**src/rtl/detector_sequencer_if.sv**
```systemverilog
// Host-side bundle for detector_sequencer: run request, pattern, status and Z counts.
// DET_CHECK_EN adds the expected-count inputs and the match result.
interface detector_sequencer_if #(
    parameter int WIDTH = 8,
    parameter int CNT_W = 4
);
    logic             start;
    logic [WIDTH-1:0] pattern;
    logic             busy;
    logic             done;
    logic [CNT_W-1:0] z1_count;
    logic [CNT_W-1:0] z2_count;
`ifdef DET_CHECK_EN
    logic [CNT_W-1:0] exp_z1;
    logic [CNT_W-1:0] exp_z2;
    logic             match;

    modport master (
        output start, pattern, exp_z1, exp_z2,
        input  busy, done, z1_count, z2_count, match
    );
    modport slave (
        input  start, pattern, exp_z1, exp_z2,
        output busy, done, z1_count, z2_count, match
    );
`else
    modport master (
        output start, pattern,
        input  busy, done, z1_count, z2_count
    );
    modport slave (
        input  start, pattern,
        output busy, done, z1_count, z2_count
    );
`endif
endinterface

```
**src/rtl/detector_sequencer.sv**
```systemverilog
// Sequences one X-run detector: clears it, shifts a WIDTH-bit pattern LSB first, counts Z1/Z2.
// Latency: done pulses WIDTH+2 cycles after start is accepted; optional DET_CHECK_EN adds match.
// Backpressure: none; start is accepted only in IDLE, requests while busy are dropped.
module detector_sequencer #(
    parameter int WIDTH = 8,
    parameter int CNT_W = 4
) (
    input  logic                  clk,
    input  logic                  reset,
    detector_sequencer_if.slave   host,
    input  logic                  det_Z1,
    input  logic                  det_Z2,
    output logic                  det_reset,
    output logic                  X
);
    localparam int BC_W = (WIDTH > 1) ? $clog2(WIDTH) : 1;
    localparam logic [BC_W-1:0]  LAST_BIT = BC_W'(WIDTH - 1);
    localparam logic [CNT_W-1:0] CNT_MAX  = '1;

    typedef enum logic [1:0] {
        S_IDLE  = 2'd0,
        S_CLR   = 2'd1,
        S_SHIFT = 2'd2,
        S_DONE  = 2'd3
    } state_t;

    state_t           state_q, state_d;
    logic [WIDTH-1:0] shreg_q, shreg_d;
    logic [BC_W-1:0]  bitcnt_q, bitcnt_d;
    logic [CNT_W-1:0] z1_q, z1_d;
    logic [CNT_W-1:0] z2_q, z2_d;
`ifdef DET_CHECK_EN
    logic [CNT_W-1:0] exp_z1_q, exp_z1_d;
    logic [CNT_W-1:0] exp_z2_q, exp_z2_d;
`endif

    always_ff @(posedge clk) begin
        if (reset) begin
            state_q  <= S_IDLE;
            shreg_q  <= '0;
            bitcnt_q <= '0;
            z1_q     <= '0;
            z2_q     <= '0;
`ifdef DET_CHECK_EN
            exp_z1_q <= '0;
            exp_z2_q <= '0;
`endif
        end else begin
            state_q  <= state_d;
            shreg_q  <= shreg_d;
            bitcnt_q <= bitcnt_d;
            z1_q     <= z1_d;
            z2_q     <= z2_d;
`ifdef DET_CHECK_EN
            exp_z1_q <= exp_z1_d;
            exp_z2_q <= exp_z2_d;
`endif
        end
    end

    always_comb begin
        state_d  = state_q;
        shreg_d  = shreg_q;
        bitcnt_d = bitcnt_q;
        z1_d     = z1_q;
        z2_d     = z2_q;
`ifdef DET_CHECK_EN
        exp_z1_d = exp_z1_q;
        exp_z2_d = exp_z2_q;
`endif
        case (state_q)
            S_IDLE: begin
                if (host.start) begin
                    state_d  = S_CLR;
                    shreg_d  = host.pattern;
                    bitcnt_d = '0;
                    z1_d     = '0;
                    z2_d     = '0;
`ifdef DET_CHECK_EN
                    exp_z1_d = host.exp_z1;
                    exp_z2_d = host.exp_z2;
`endif
                end
            end
            S_CLR: begin
                state_d = S_SHIFT;
            end
            S_SHIFT: begin
                shreg_d  = shreg_q >> 1;
                bitcnt_d = bitcnt_q + 1'b1;
                // Detector outputs are Mealy on the X we drive this cycle, so count them now.
                if (det_Z1 && (z1_q != CNT_MAX)) z1_d = z1_q + 1'b1;
                if (det_Z2 && (z2_q != CNT_MAX)) z2_d = z2_q + 1'b1;
                if (bitcnt_q == LAST_BIT) begin
                    state_d  = S_DONE;
                    bitcnt_d = '0;
                end
            end
            S_DONE: begin
                state_d = S_IDLE;
            end
            default: begin
                state_d = S_IDLE;
            end
        endcase
    end

    assign det_reset     = reset | (state_q == S_CLR);
    assign X             = (state_q == S_SHIFT) & shreg_q[0];
    assign host.busy     = (state_q != S_IDLE);
    assign host.done     = (state_q == S_DONE);
    assign host.z1_count = z1_q;
    assign host.z2_count = z2_q;
`ifdef DET_CHECK_EN
    assign host.match    = (state_q == S_DONE) && (z1_q == exp_z1_q) && (z2_q == exp_z2_q);
`endif
endmodule

```
**src/flat_wrapper.sv**
```systemverilog
// flat-port wrapper written by rule: the top's interface ports become plain ports
module detector_sequencer_flat 
#(
    parameter int WIDTH = 8,
    parameter int CNT_W = 4
)
  (clk, reset, det_Z1, det_Z2, det_reset, X, host_start, host_pattern, host_busy, host_done, host_z1_count, host_z2_count);
  detector_sequencer_if #(.WIDTH(WIDTH), .CNT_W(CNT_W)) host_i ();
  input  logic clk;
  input  logic reset;
  input  logic det_Z1;
  input  logic det_Z2;
  output logic det_reset;
  output logic X;
  input wire logic [$bits(host_i.start)-1:0] host_start;
  input wire logic [$bits(host_i.pattern)-1:0] host_pattern;
  output wire logic [$bits(host_i.busy)-1:0] host_busy;
  output wire logic [$bits(host_i.done)-1:0] host_done;
  output wire logic [$bits(host_i.z1_count)-1:0] host_z1_count;
  output wire logic [$bits(host_i.z2_count)-1:0] host_z2_count;
  assign host_i.start = host_start;
  assign host_i.pattern = host_pattern;
  assign host_busy = host_i.busy;
  assign host_done = host_i.done;
  assign host_z1_count = host_i.z1_count;
  assign host_z2_count = host_i.z2_count;
  detector_sequencer #(.WIDTH(WIDTH), .CNT_W(CNT_W)) u_core (.clk(clk), .reset(reset), .host(host_i), .det_Z1(det_Z1), .det_Z2(det_Z2), .det_reset(det_reset), .X(X));
endmodule
```
**config.mk**
```make
export PLATFORM = sky130hd
export DESIGN_NAME = detector_sequencer_flat
export DESIGN_NICKNAME = d
export VERILOG_FILES = /design/src/rtl/detector_sequencer_if.sv /design/src/rtl/detector_sequencer.sv /design/src/flat_wrapper.sv
export SDC_FILE = /design/constraint.sdc
export NUM_CORES = 1
export LEC_CHECK = 0
export CORE_AREA = 2 2 50 52
export CTS_CLUSTER_SIZE = 14
export DETAILED_ROUTE_END_ITERATION = 8
export DIE_AREA = 0 0 52 54
export PLACE_DENSITY = 0.8
export SLEW_MARGIN = 10
export SYNTH_ARGS = -nofsm -noshare
export SYNTH_HDL_FRONTEND = slang
export SYNTH_SLANG_ARGS = --single-unit
export TNS_END_PERCENT = 1
```
**constraint.sdc**
```tcl
create_clock -name clk -period 5 [get_ports clk]
set_clock_uncertainty 0.2 [all_clocks]
set_input_delay 1 -clock clk [delete_from_list [all_inputs] [get_ports clk]]
set_output_delay 1 -clock clk [all_outputs]
set_load 0.02 [all_outputs]
```
==> impl_metrics.sql, run 1 <==
INSERT INTO impl_metrics (metric_group, metric, value, unit) VALUES
('min_path', 'hold_depth', '2', ''),
('synth', 'synthDominantAreaCellType', 'sky130_fd_sc_hd__dfxtp_1', ''),
('setup_path', 'cp_data_required_time', '3.80', 'ns'),
('clock_tree', 'cts_hold_repair.buffers', '0', ''),
('power_and_ir_drop', 'clockPowerShare', '12.8', '%'),
('sta', 'max_freq', '276', 'MHz'),
('synth', 'synth_nets', '140', ''),
('sta', 'timing_hold_violations_final', '0', ''),
('clock_tree', 'cts-resized-gates', '0', ''),
('clock_tree', 'cts_setup_buffers', '0', ''),
('drt', 'vias', '937', ''),
('sta', 'finalHoldWorstSlack', '0.265', 'ns'),
('drt', 'ant_nets', '0', ''),
('placed_design', 'place.detailed.hpwl', '1.56', 'mm'),
('synth', 'ys_async_sr_fraction', '0', '%'),
('power_and_ir_drop', 'internal_power', '383', 'uW'),
('floorplanning', 'row_count', '18', ''),
('clock_tree', 'cts_htree_levels', '1', ''),
('placed_design', 'io_buffers', '24', ''),
('clock_tree', 'cts-root-buf', 'sky130_fd_sc_hd__clkbuf_4', ''),
('setup_path', 'crit_type', 'input port to primary output', ''),
('setup_path', 'r2r_cells', '6', ''),
('placed_design', 'dpl-instance-area', '1380', 'um2'),
('drt', 'post_drt_via_cell_ratio', '5.42', ''),
('status', 'run_status', 'finished, final reports clean', ''),
('placed_design', 'finalWeightedCongestion', '0.697', ''),
('power_and_ir_drop', 'power.net_switching', '266', 'uW'),
('sta', 'final.period_utilization', '72.4', '%'),
('layout', 'final_common_cell', 'sky130_fd_sc_hd__clkdlybuf4s50_1', ''),
('synth', 'synth_enable_flop_cells', '0', ''),
('layout', 'finalInstanceArea', '1400', 'um2'),
('floorplanning', 'io_pins', '25', ''),
('layout', 'final_layout_size_suffix_gt1_share', '9.79', '%'),
('global_route', 'grt_pass1_wl', '3.57', 'mm'),
('sta', 'final_critical_path_setup_slack', '1.38', 'ns'),
('floorplanning', 'core_region_area', '2320', 'um2'),
('clock_tree', 'cts_inserted_buffers', '3', ''),
('floorplanning', 'design.die.area', '2810', 'um2'),
('global_route', 'globalRouteOverflowTotal', '0', ''),
('setup_path', 'crit_chain', 'clkdlybuf4s50_1 > buf_4 > or2_2 > clkdlybuf4s50_1', ''),
('floorplanning', 'die-height', '54', 'um'),
('setup_path', 'cpMostUsedCell', 'sky130_fd_sc_hd__clkdlybuf4s50_1', ''),
('synth', 'synth_top_area_share', '37.8', '%'),
('drt', 'detail_route.iter0.violations', '5', ''),
('layout', 'layout.nets', '166', ''),
('setup_path', 'endpoint_kind', 'primary output', ''),
('synth', 'syn-instance-count', '118', ''),
('synth', 'leading_post_synthesis_cells_by_cell_area', 'sky130_fd_sc_hd__dfxtp_1, sky130_fd_sc_hd__ha_1, sky130_fd_sc_hd__mux2i_1', ''),
('synth', 'netlist-cell-type-count', '32', ''),
('clock_tree', 'clk_pin_slew_worst_paths', '0.11', 'ns'),
('power_and_ir_drop', 'power.switching_fraction', '41.0', '%'),
('clock_tree', 'clock_tree.buffer_depth', '2', ''),
('sta', 'worst_slew_pin_slew', '0.545', 'ns'),
('sta', 'finalSetupViolCount', '0', ''),
('synth', 'netlist_area', '1110', 'um2'),
('synth', 'synthFlopType', 'sky130_fd_sc_hd__dfxtp_1', ''),
('layout', 'commonest_cells_after_routing_fill_and_taps_aside', 'sky130_fd_sc_hd__clkdlybuf4s50_1, sky130_fd_sc_hd__dfxtp_1, sky130_fd_sc_hd__nor2_1, sky130_fd_sc_hd__a21oi_1, sky130_fd_sc_hd__ha_1', ''),
('flow_run', 'max_cap_violations', '0', ''),
('setup_path', 'critical_path_arrival', '2.42', 'ns'),
('synth', 'synth_area_per_cell', '9.44', 'um2'),
('setup_path', 'timing.critical_path.from_type', 'input port', ''),
('floorplanning', 'start_util', '48.0', '%'),
('drt', 'remaining_drc_errors', '0', ''),
('power_and_ir_drop', 'pwr-share-comb', '50.7', '%'),
('synth', 'synth.ff_latch_count', '21', ''),
('power_and_ir_drop', 'power_density', '463', 'nW/um2'),
('drt', 'routedWlPerCell', '12.2', 'um'),
('synth', 'synth_warnings', '0', ''),
('clock_tree', 'clk_latency', '0.31', 'ns'),
('clock_tree', 'clock_sinks', '21', ''),
('setup_path', 'cp_max_fo', '21', '');
==> cell usage after synthesis, drive strengths merged (3+ instances only) <==
cell type and instances:
buf 3, nor3 6, a211oi 7, nand4b 3
inv 4, dfxtp 21, nor2 14, a21oi 9
nand2 6, nand3 4, mux2i 9, ha 9
==> worst max-delay path: cells and delay by family <==
family	cells	cell delay, ns
buf+inv	3	1.13
simple gates	1	0.28
==> power groups by stage <==
| stage | registers (mW) | logic [mW] | clock network [mW] |
|---|---|---|---|
| floorplan | 0.237 | 0.265 | 0 |
| global placement | 0.239 | 0.322 | 0 |
| detailed placement | 0.241 | 0.331 | 0 |
| CTS | 0.237 | 0.332 | 0.0877 |
| global route | 0.242 | 0.367 | 0.0945 |
| finish | 0.237 | 0.329 | 0.0832 |
==> path summary, 6_finish.rpt <==
kind,start,end,slack [ns]
max reg2reg,u_core.state_q[0],u_core.host.z2_count[1],2.98
min reg2reg,u_core.bitcnt_q[2],u_core.bitcnt_q[2],0.26
min,u_core.bitcnt_q[2],u_core.bitcnt_q[2],0.26
max,reset,det_reset,1.38
==> routing by layer <==
layer / vias up / track usage, % / share of wire [%]
met5: - / 0 / 0
met4: 0 / 7.89 / 1.7
met3: 4 / 1.94 / 2.3
met2: 14 / 29.3 / 49
met1: 435 / 21.2 / 47
li1: 484 / - / -
==> state kept, by name (all words and copies together), names as in the netlist <==
| register | count |
|---|---|
| u_core.bitcnt_q | 3 |
| u_core.host.z2_count | 4 |
| u_core.host.z1_count | 4 |
| u_core.shreg_q | 8 |
| u_core.state_q | 2 |
==> final cells by class <==
type / instances / area [um2]
fill: 210 / 917
multi-input combinational: 88 / 648
sequential: 21 / 420
timing repair buffer: 26 / 255
tap: 30 / 37.5
clock buffer: 4 / 26.3
inverter: 4 / 15.0
==> cell families after synthesis <==
logic type      count (synthesis)  synth area share (%)
flops                          21                  37.8
compound gates                 28                  16.9
simple gates                   40                  20.5
buf+inv                         9                  4.04
fa+ha+maj                       9                  10.1
mux                            11                  10.8
==> stage by stage <==
step / total power [mW] / instances / utilization [%]
after floorplan: 0.502 / 118 / -
after global placement: 0.560 / 169 / 59.3
after detailed placement: 0.572 / 169 / 59.3
after CTS: 0.657 / 173 / 60.5
after global routing: 0.703 / 173 / 60.5
final: 0.650 / 173 / 60.5
No activity file was read; power rests on OpenSTA's default activity.
==> run 2: changes to the inputs <==
--- a/config.mk
+++ b/config.mk
@@ -5,11 +5,11 @@
 export SDC_FILE = /design/constraint.sdc
 export NUM_CORES = 1
 export LEC_CHECK = 0
-export CORE_AREA = 2 2 50 52
+export CORE_AREA = 2 2 51 53
 export CTS_CLUSTER_SIZE = 14
 export DETAILED_ROUTE_END_ITERATION = 8
-export DIE_AREA = 0 0 52 54
-export PLACE_DENSITY = 0.8
+export DIE_AREA = 0 0 53 55
+export PLACE_DENSITY = 0.77
 export SLEW_MARGIN = 10
 export SYNTH_ARGS = -nofsm -noshare
 export SYNTH_HDL_FRONTEND = slang
==> constraint.sdc (replaced) <==
create_clock -name clk -period 3.46 [get_ports clk]
set_clock_uncertainty 0.2 [all_clocks]
set_input_delay 0.692 -clock clk [delete_from_list [all_inputs] [get_ports clk]]
set_output_delay 0.692 -clock clk [all_outputs]
set_load 0.02 [all_outputs]
==> run 2 against run 1 <==
Against the previous run: die area grew 3.8%; largest power group unchanged; final cell count did not move; flip-flop and latch count is the same; register-to-register slack worse by 1.6 ns; via count rose by 1.4%; largest cell class unchanged; critical path type unchanged.
==> impl_metrics.sql, run 2 (synthesized netlist as in run 1, its figures left out) <==
INSERT INTO impl_metrics (metric_group, metric, value, unit) VALUES
('drt', 'routedWlPerCell', '12.8', 'um'),
('status', 'run_status', 'finished, final reports clean', ''),
('drt', 'detail_route.iter0.violations', '12', ''),
('sta', 'max_freq', '354', 'MHz'),
('setup_path', 'critical_path_arrival', '1.93', 'ns'),
('floorplanning', 'die_width', '53', 'um'),
('setup_path', 'cpMostUsedCell', 'sky130_fd_sc_hd__clkdlybuf4s50_1', ''),
('clock_tree', 'cts-root-buf', 'sky130_fd_sc_hd__clkbuf_4', ''),
('sta', 'final_max_slew_viol_count', '0', ''),
('sta', 'final.period_utilization', '81.7', '%'),
('layout', 'final_common_cell', 'sky130_fd_sc_hd__clkdlybuf4s50_1', ''),
('clock_tree', 'cts_htree_levels', '1', ''),
('clock_tree', 'clock_sinks', '21', ''),
('setup_path', 'critical_path.n_buffers_inverters', '2', ''),
('placed_design', 'finalWeightedCongestion', '0.779', ''),
('power_and_ir_drop', 'power_density', '680', 'nW/um2'),
('clock_tree', 'cts_hold_repair.buffers', '0', ''),
('drt', 'vias', '950', ''),
('drt', 'wl', '2.21', 'mm'),
('layout', 'post_layout_cell_count', '173', ''),
('floorplanning', 'die-height', '55', 'um'),
('layout', 'commonest_cells_after_routing_fill_and_taps_aside', 'sky130_fd_sc_hd__clkdlybuf4s50_1, sky130_fd_sc_hd__dfxtp_1, sky130_fd_sc_hd__nor2_1, sky130_fd_sc_hd__a21oi_1, sky130_fd_sc_hd__ha_1', ''),
('sta', 'grt_setup_unrepaired', 'false', ''),
('placed_design', 'dp_worst_setup_slack', '0.638', 'ns'),
('power_and_ir_drop', 'worst_ir_drop_vdd', '0.517', 'mV'),
('setup_path', 'critical-path-slowest-cell', 'sky130_fd_sc_hd__clkdlybuf4s50_1', ''),
('setup_path', 'cp_data_required_time', '2.57', 'ns'),
('power_and_ir_drop', 'leakage_power', '0.548', 'nW'),
('floorplanning', 'start_util', '47.1', '%'),
('setup_path', 'worst-r2r-setup-slack', '1.37', 'ns'),
('layout', 'registers.top_by_ff_count', 'u_core.shreg_q', ''),
('setup_path', 'endpoint_kind', 'primary output', ''),
('sta', 'layout_min_cycle_time', '2.83', 'ns'),
('floorplanning', 'core_region_area', '2360', 'um2'),
('sta', 'finalHoldWorstSlack', '0.267', 'ns'),
('setup_path', 'crit_path_max_incr_delay', '0.54', 'ns'),
('drt', 'ant_nets', '0', ''),
('layout', 'largest_register_ffs', '8', ''),
('global_route', 'globalRouteOverflowTotal', '0', ''),
('sta', 'finalSetupViolCount', '0', ''),
('global_route', 'first_global_vias', '937', ''),
('clock_tree', 'cts-resized-gates', '0', ''),
('global_route', 'grt_pass1_wl', '3.78', 'mm'),
('sta', 'relSlewSlack', '60.7', '%'),
('drt', 'post_drt_via_cell_ratio', '5.49', ''),
('setup_path', 'cp_max_fo', '2', ''),
('sta', 'fin_tns_setup', '0', 'ns'),
('clock_tree', 'clock_tree.buffer_depth', '2', ''),
('global_route', 'grt.total_usage', '17.9', '%'),
('global_route', 'grt_antenna_before_repair', '0', ''),
('clock_tree', 'cts_inserted_buffers', '3', ''),
('min_path', 'tightest_hold_check_type', 'flop to flop', ''),
('placed_design', 'numPlacedInstances', '169', ''),
('sta', 'final_critical_path_setup_slack', '0.634', 'ns'),
('setup_path', 'crit_type', 'input port to primary output', ''),
('layout', 'flow.area_growth_from_synthesis', '26.3', '%'),
('layout', 'layout.nets', '166', ''),
('placed_design', 'place.detailed.hpwl', '1.61', 'mm'),
('flow_run', 'max_cap_violations', '0', ''),
('clock_tree', 'cts_setup_buffers', '0', ''),
('global_route', 'grt_start_max_net_pins', '23', ''),
('drt', 'first_pass_iters', '6', ''),
('layout', 'final_layout_size_suffix_gt1_share', '10.5', '%'),
('setup_path', 'cp_top_family', 'buffers and inverters', ''),
('drt', 'remaining_drc_errors', '0', ''),
('floorplanning', 'io_pins', '25', ''),
('floorplanning', 'row_count', '18', ''),
('setup_path', 'timing.critical_path.from_type', 'input port', ''),
('sta', 'worst_slew_pin_slew', '0.578', 'ns'),
('sta', 'timing_hold_violations_final', '0', ''),
('floorplanning', 'design.die.area', '2920', 'um2'),
('clock_tree', 'clk_pin_slew_worst_paths', '0.12', 'ns'),
('setup_path', 'crit_chain', 'clkdlybuf4s50_1 > or2_2 > clkdlybuf4s50_1', ''),
('clock_tree', 'clk_latency', '0.31', 'ns'),
('power_and_ir_drop', 'total_power', '956', 'uW'),
('clock_tree', 'tritoncts', 'yes', ''),
('placed_design', 'io_buffers', '24', ''),
('layout', 'num_antenna_cells', '0', '');
==> run 2: final timing paths <==
path                              to  cells past startpoint                from
max                        det_reset                      3               reset
min               u_core.bitcnt_q[1]                      2  u_core.bitcnt_q[1]
max reg2reg  u_core.host.z2_count[1]                      6   u_core.state_q[0]
min reg2reg       u_core.bitcnt_q[1]                      2  u_core.bitcnt_q[1]
==> run 2: final cells by class <==
class,instances,area (um2)
Clock buffer,3,22.5
Clock inverter,1,7.51
Fill cell,222,958
Inverter,4,15.0
Multi-Input combinational cell,88,648
Sequential cell,21,420
Tap cell,30,37.5
Timing Repair Buffer,26,255
==> run 2: worst min-delay path: stages (launching register included) <==
cell and delay, ns:
sky130_fd_sc_hd__dfxtp_1 0.34, sky130_fd_sc_hd__nand2_1 0.05, sky130_fd_sc_hd__a21oi_1 0.05
==> run 2: power breakdown <==
group / total (mW) / internal [mW] / switching (mW)
clock: 0.127 / 0.0441 / 0.0824
combinational: 0.486 / 0.207 / 0.279
sequential: 0.344 / 0.304 / 0.0402
total: 0.956 / 0.555 / 0.402
==> run 2: metal layers <==
metal / track usage (%) / part of all wire (%)
met1: 17.7 / 44
met2: 36.0 / 51
met3: 5.11 / 4.5
met4: 5.13 / 0.72
met5: 0 / 0
==> run 2: metrics by stage <==
step	instance area, um2	util (%)
detailed placement	1380	58.2
CTS	1410	59.5
finish	1410	59.5
global placement	1380	58.2
global route	1410	59.5
floorplan	1110	-
==> run 3: changes to the inputs <==
==> constraint.sdc (replaced) <==
create_clock -name clk -period 2.91 [get_ports clk]
set_clock_uncertainty 0.2 [all_clocks]
set_input_delay 0.582 -clock clk [delete_from_list [all_inputs] [get_ports clk]]
set_output_delay 0.582 -clock clk [all_outputs]
set_load 0.02 [all_outputs]
==> run 3 against run 2 <==
Against the previous run: sequential share of layout area unchanged; critical endpoint unchanged; critical path depth unchanged; via count decreased by 2.4%; routed wire length decreased by 2.1%; utilization unchanged; critical path type unchanged; sequential power increased by 19%; count of clock-buffer cells in the layout unchanged.
==> impl_metrics.sql, run 3 (synthesized netlist as in run 1, its figures left out) <==
INSERT INTO impl_metrics (metric_group, metric, value, unit) VALUES
('min_path', 'tightest_hold_check_type', 'flop to flop', ''),
('layout', 'final_layout_size_suffix_gt1_share', '10.5', '%'),
('placed_design', 'io_buffers', '24', ''),
('global_route', 'globalRouteOverflowTotal', '0', ''),
('drt', 'detail_route.iter0.violations', '5', ''),
('clock_tree', 'tritoncts', 'yes', ''),
('clock_tree', 'clock_sinks', '21', ''),
('status', 'run_status', 'finished, final reports clean', ''),
('clock_tree', 'cts_hold_repair.buffers', '0', ''),
('placed_design', 'finalWeightedCongestion', '0.780', ''),
('drt', 'routedWlPerCell', '12.5', 'um'),
('floorplanning', 'io_pins', '25', ''),
('power_and_ir_drop', 'total_power', '1.13', 'mW'),
('power_and_ir_drop', 'internal_power', '660', 'uW'),
('clock_tree', 'cts_htree_levels', '1', ''),
('sta', 'relSlewSlack', '58.8', '%'),
('floorplanning', 'row_count', '18', ''),
('sta', 'grt_setup_unrepaired', 'false', ''),
('setup_path', 'cp_data_required_time', '2.13', 'ns'),
('setup_path', 'critical_path_arrival', '1.82', 'ns'),
('layout', 'num_antenna_cells', '0', ''),
('clock_tree', 'cts_inserted_buffers', '3', ''),
('floorplanning', 'start_util', '47.1', '%'),
('sta', 'fin_tns_setup', '0', 'ns'),
('sta', 'final_max_slew_viol_count', '0', ''),
('placed_design', 'place.detailed.hpwl', '1.56', 'mm'),
('sta', 'timing_hold_violations_final', '0', ''),
('clock_tree', 'cts_setup_buffers', '0', ''),
('floorplanning', 'die-height', '55', 'um'),
('global_route', 'grt.total_usage', '16.6', '%'),
('power_and_ir_drop', 'power_frac_seq', '36.0', '%'),
('layout', 'final.fill_count', '219', ''),
('power_and_ir_drop', 'power_density', '806', 'nW/um2'),
('sta', 'finalSetupViolCount', '0', ''),
('setup_path', 'timing.critical_path.from_type', 'input port', ''),
('power_and_ir_drop', 'pwr-share-comb', '51.1', '%'),
('sta', 'max_freq', '384', 'MHz'),
('layout', 'registers.top_by_ff_count', 'u_core.shreg_q', ''),
('global_route', 'grt_antenna_before_repair', '0', ''),
('clock_tree', 'clk_pin_slew_worst_paths', '0.12', 'ns'),
('sta', 'layout_min_cycle_time', '2.60', 'ns'),
('layout', 'flow.area_growth_from_synthesis', '26.3', '%'),
('drt', 'vias', '927', ''),
('global_route', 'globalRouteMet1Util', '17.1', '%'),
('drt', 'remaining_drc_errors', '0', ''),
('global_route', 'first_global_vias', '902', ''),
('setup_path', 'r2r_cells', '6', ''),
('layout', 'commonest_cells_after_routing_fill_and_taps_aside', 'sky130_fd_sc_hd__clkdlybuf4s50_1, sky130_fd_sc_hd__dfxtp_1, sky130_fd_sc_hd__nor2_1, sky130_fd_sc_hd__a21oi_1, sky130_fd_sc_hd__ha_1', ''),
('setup_path', 'cp_max_fo', '2', ''),
('drt', 'ant_nets', '0', ''),
('layout', 'final_common_cell', 'sky130_fd_sc_hd__clkdlybuf4s50_1', ''),
('clock_tree', 'cts-root-buf', 'sky130_fd_sc_hd__clkbuf_4', ''),
('global_route', 'grt_pass1_wl', '3.55', 'mm'),
('sta', 'worst_slew_pin_slew', '0.606', 'ns'),
('power_and_ir_drop', 'power.net_switching', '474', 'uW'),
('min_path', 'hold_end', 'u_core.bitcnt_q[1]', ''),
('power_and_ir_drop', 'worst_ir_drop_vdd', '0.600', 'mV'),
('layout', 'largest_register_ffs', '8', ''),
('drt', 'wl', '2.16', 'mm'),
('setup_path', 'worst-r2r-setup-slack', '0.77', 'ns'),
('setup_path', 'endpoint_kind', 'primary output', ''),
('clock_tree', 'clk_latency', '0.31', 'ns'),
('global_route', 'grt_start_max_net_pins', '23', ''),
('clock_tree', 'clock_tree.buffer_depth', '2', ''),
('flow_run', 'max_cap_violations', '0', ''),
('floorplanning', 'die_width', '53', 'um'),
('drt', 'post_drt_via_cell_ratio', '5.36', ''),
('min_path', 'hold_depth', '2', ''),
('clock_tree', 'cts-resized-gates', '0', ''),
('floorplanning', 'core_region_area', '2360', 'um2'),
('global_route', 'gr-usage-met3', '4.57', '%'),
('setup_path', 'critical_path.reg2reg.endpoint', 'u_core.host.z2_count[1]', ''),
('setup_path', 'critical_path.reg2reg.startpoint', 'u_core.state_q[0]', ''),
('setup_path', 'crit_type', 'input port to primary output', ''),
('min_path', 'hp-start', 'u_core.bitcnt_q[1]', ''),
('sta', 'final.period_utilization', '89.5', '%'),
('drt', 'first_pass_iters', '4', ''),
('layout', 'layout.nets', '166', ''),
('power_and_ir_drop', 'power.switching_fraction', '41.8', '%'),
('floorplanning', 'design.die.area', '2920', 'um2'),
('global_route', 'met2_usage', '32.3', '%'),
('power_and_ir_drop', 'clockPowerShare', '12.9', '%'),
('power_and_ir_drop', 'leakage_power', '0.548', 'nW'),
('global_route', 'globalRoute.busiestLayer', 'met2', '');
==> run 3: cell counts in the layout (fill, tap and decap cells not counted) <==
Identical to the previous run, type by type.
==> run 3: final cells by class <==
| class | count | area (um2) | area share [%] |
|---|---|---|---|
| clock buffer | 3 | 22.5 | 1.60 |
| clock inverter | 1 | 7.51 | 0.534 |
| inverter | 4 | 15.0 | 1.07 |
| multi-input combinational | 88 | 648 | 46.1 |
| sequential | 21 | 420 | 29.9 |
| tap | 30 | 37.5 | 2.67 |
| timing repair buffer | 26 | 255 | 18.1 |
==> run 3: worst max path at each step <==
| stage | start | to | cells past startpoint |
|---|---|---|---|
| detailed placement | reset | det_reset | 3 |
| global placement | reset | det_reset | 3 |
| CTS | reset | det_reset | 3 |
| floorplan | u_core.state_q[0] | X | 5 |
| finish | reset | det_reset | 3 |
| global route | u_core.state_q[1] | det_reset | 4 |
==> run 3: power groups by stage <==
stage / logic [mW] / registers, mW / clock network, mW
global route: 0.633 / 0.418 / 0.163
floorplan: 0.455 / 0.408 / 0
detailed placement: 0.580 / 0.414 / 0
global placement: 0.558 / 0.410 / 0
CTS: 0.583 / 0.408 / 0.153
finish: 0.579 / 0.408 / 0.146
==> run 3: metal layers <==
metal	part of all wire [%]	vias to the layer above
li1	-	478
met1	46	427
met2	48	20
met3	5.0	2
met4	0.65	0
met5	0	-
==> run 3: metrics by stage <==
stage          cell area (um2)  utilization, %  hold WS [ns]  worst slack, ns  instances
5_1_grt                   1410            59.5         0.311            0.214        173
6_report                  1410            59.5         0.278            0.305        173
4_1_cts                   1410            59.5         0.280            0.295        173
2_1_floorplan             1110               -         0.236            0.902        118
3_5_place_dp              1380            58.2         0.262            0.313        169
3_3_place_gp              1380            58.2         0.242            0.302        169
==> run 3: worst max-delay path, cell delays in order <==
cell                              delay (ns)
sky130_fd_sc_hd__clkdlybuf4s50_1        0.42
sky130_fd_sc_hd__or2_2                  0.28
sky130_fd_sc_hd__clkdlybuf4s50_1        0.54
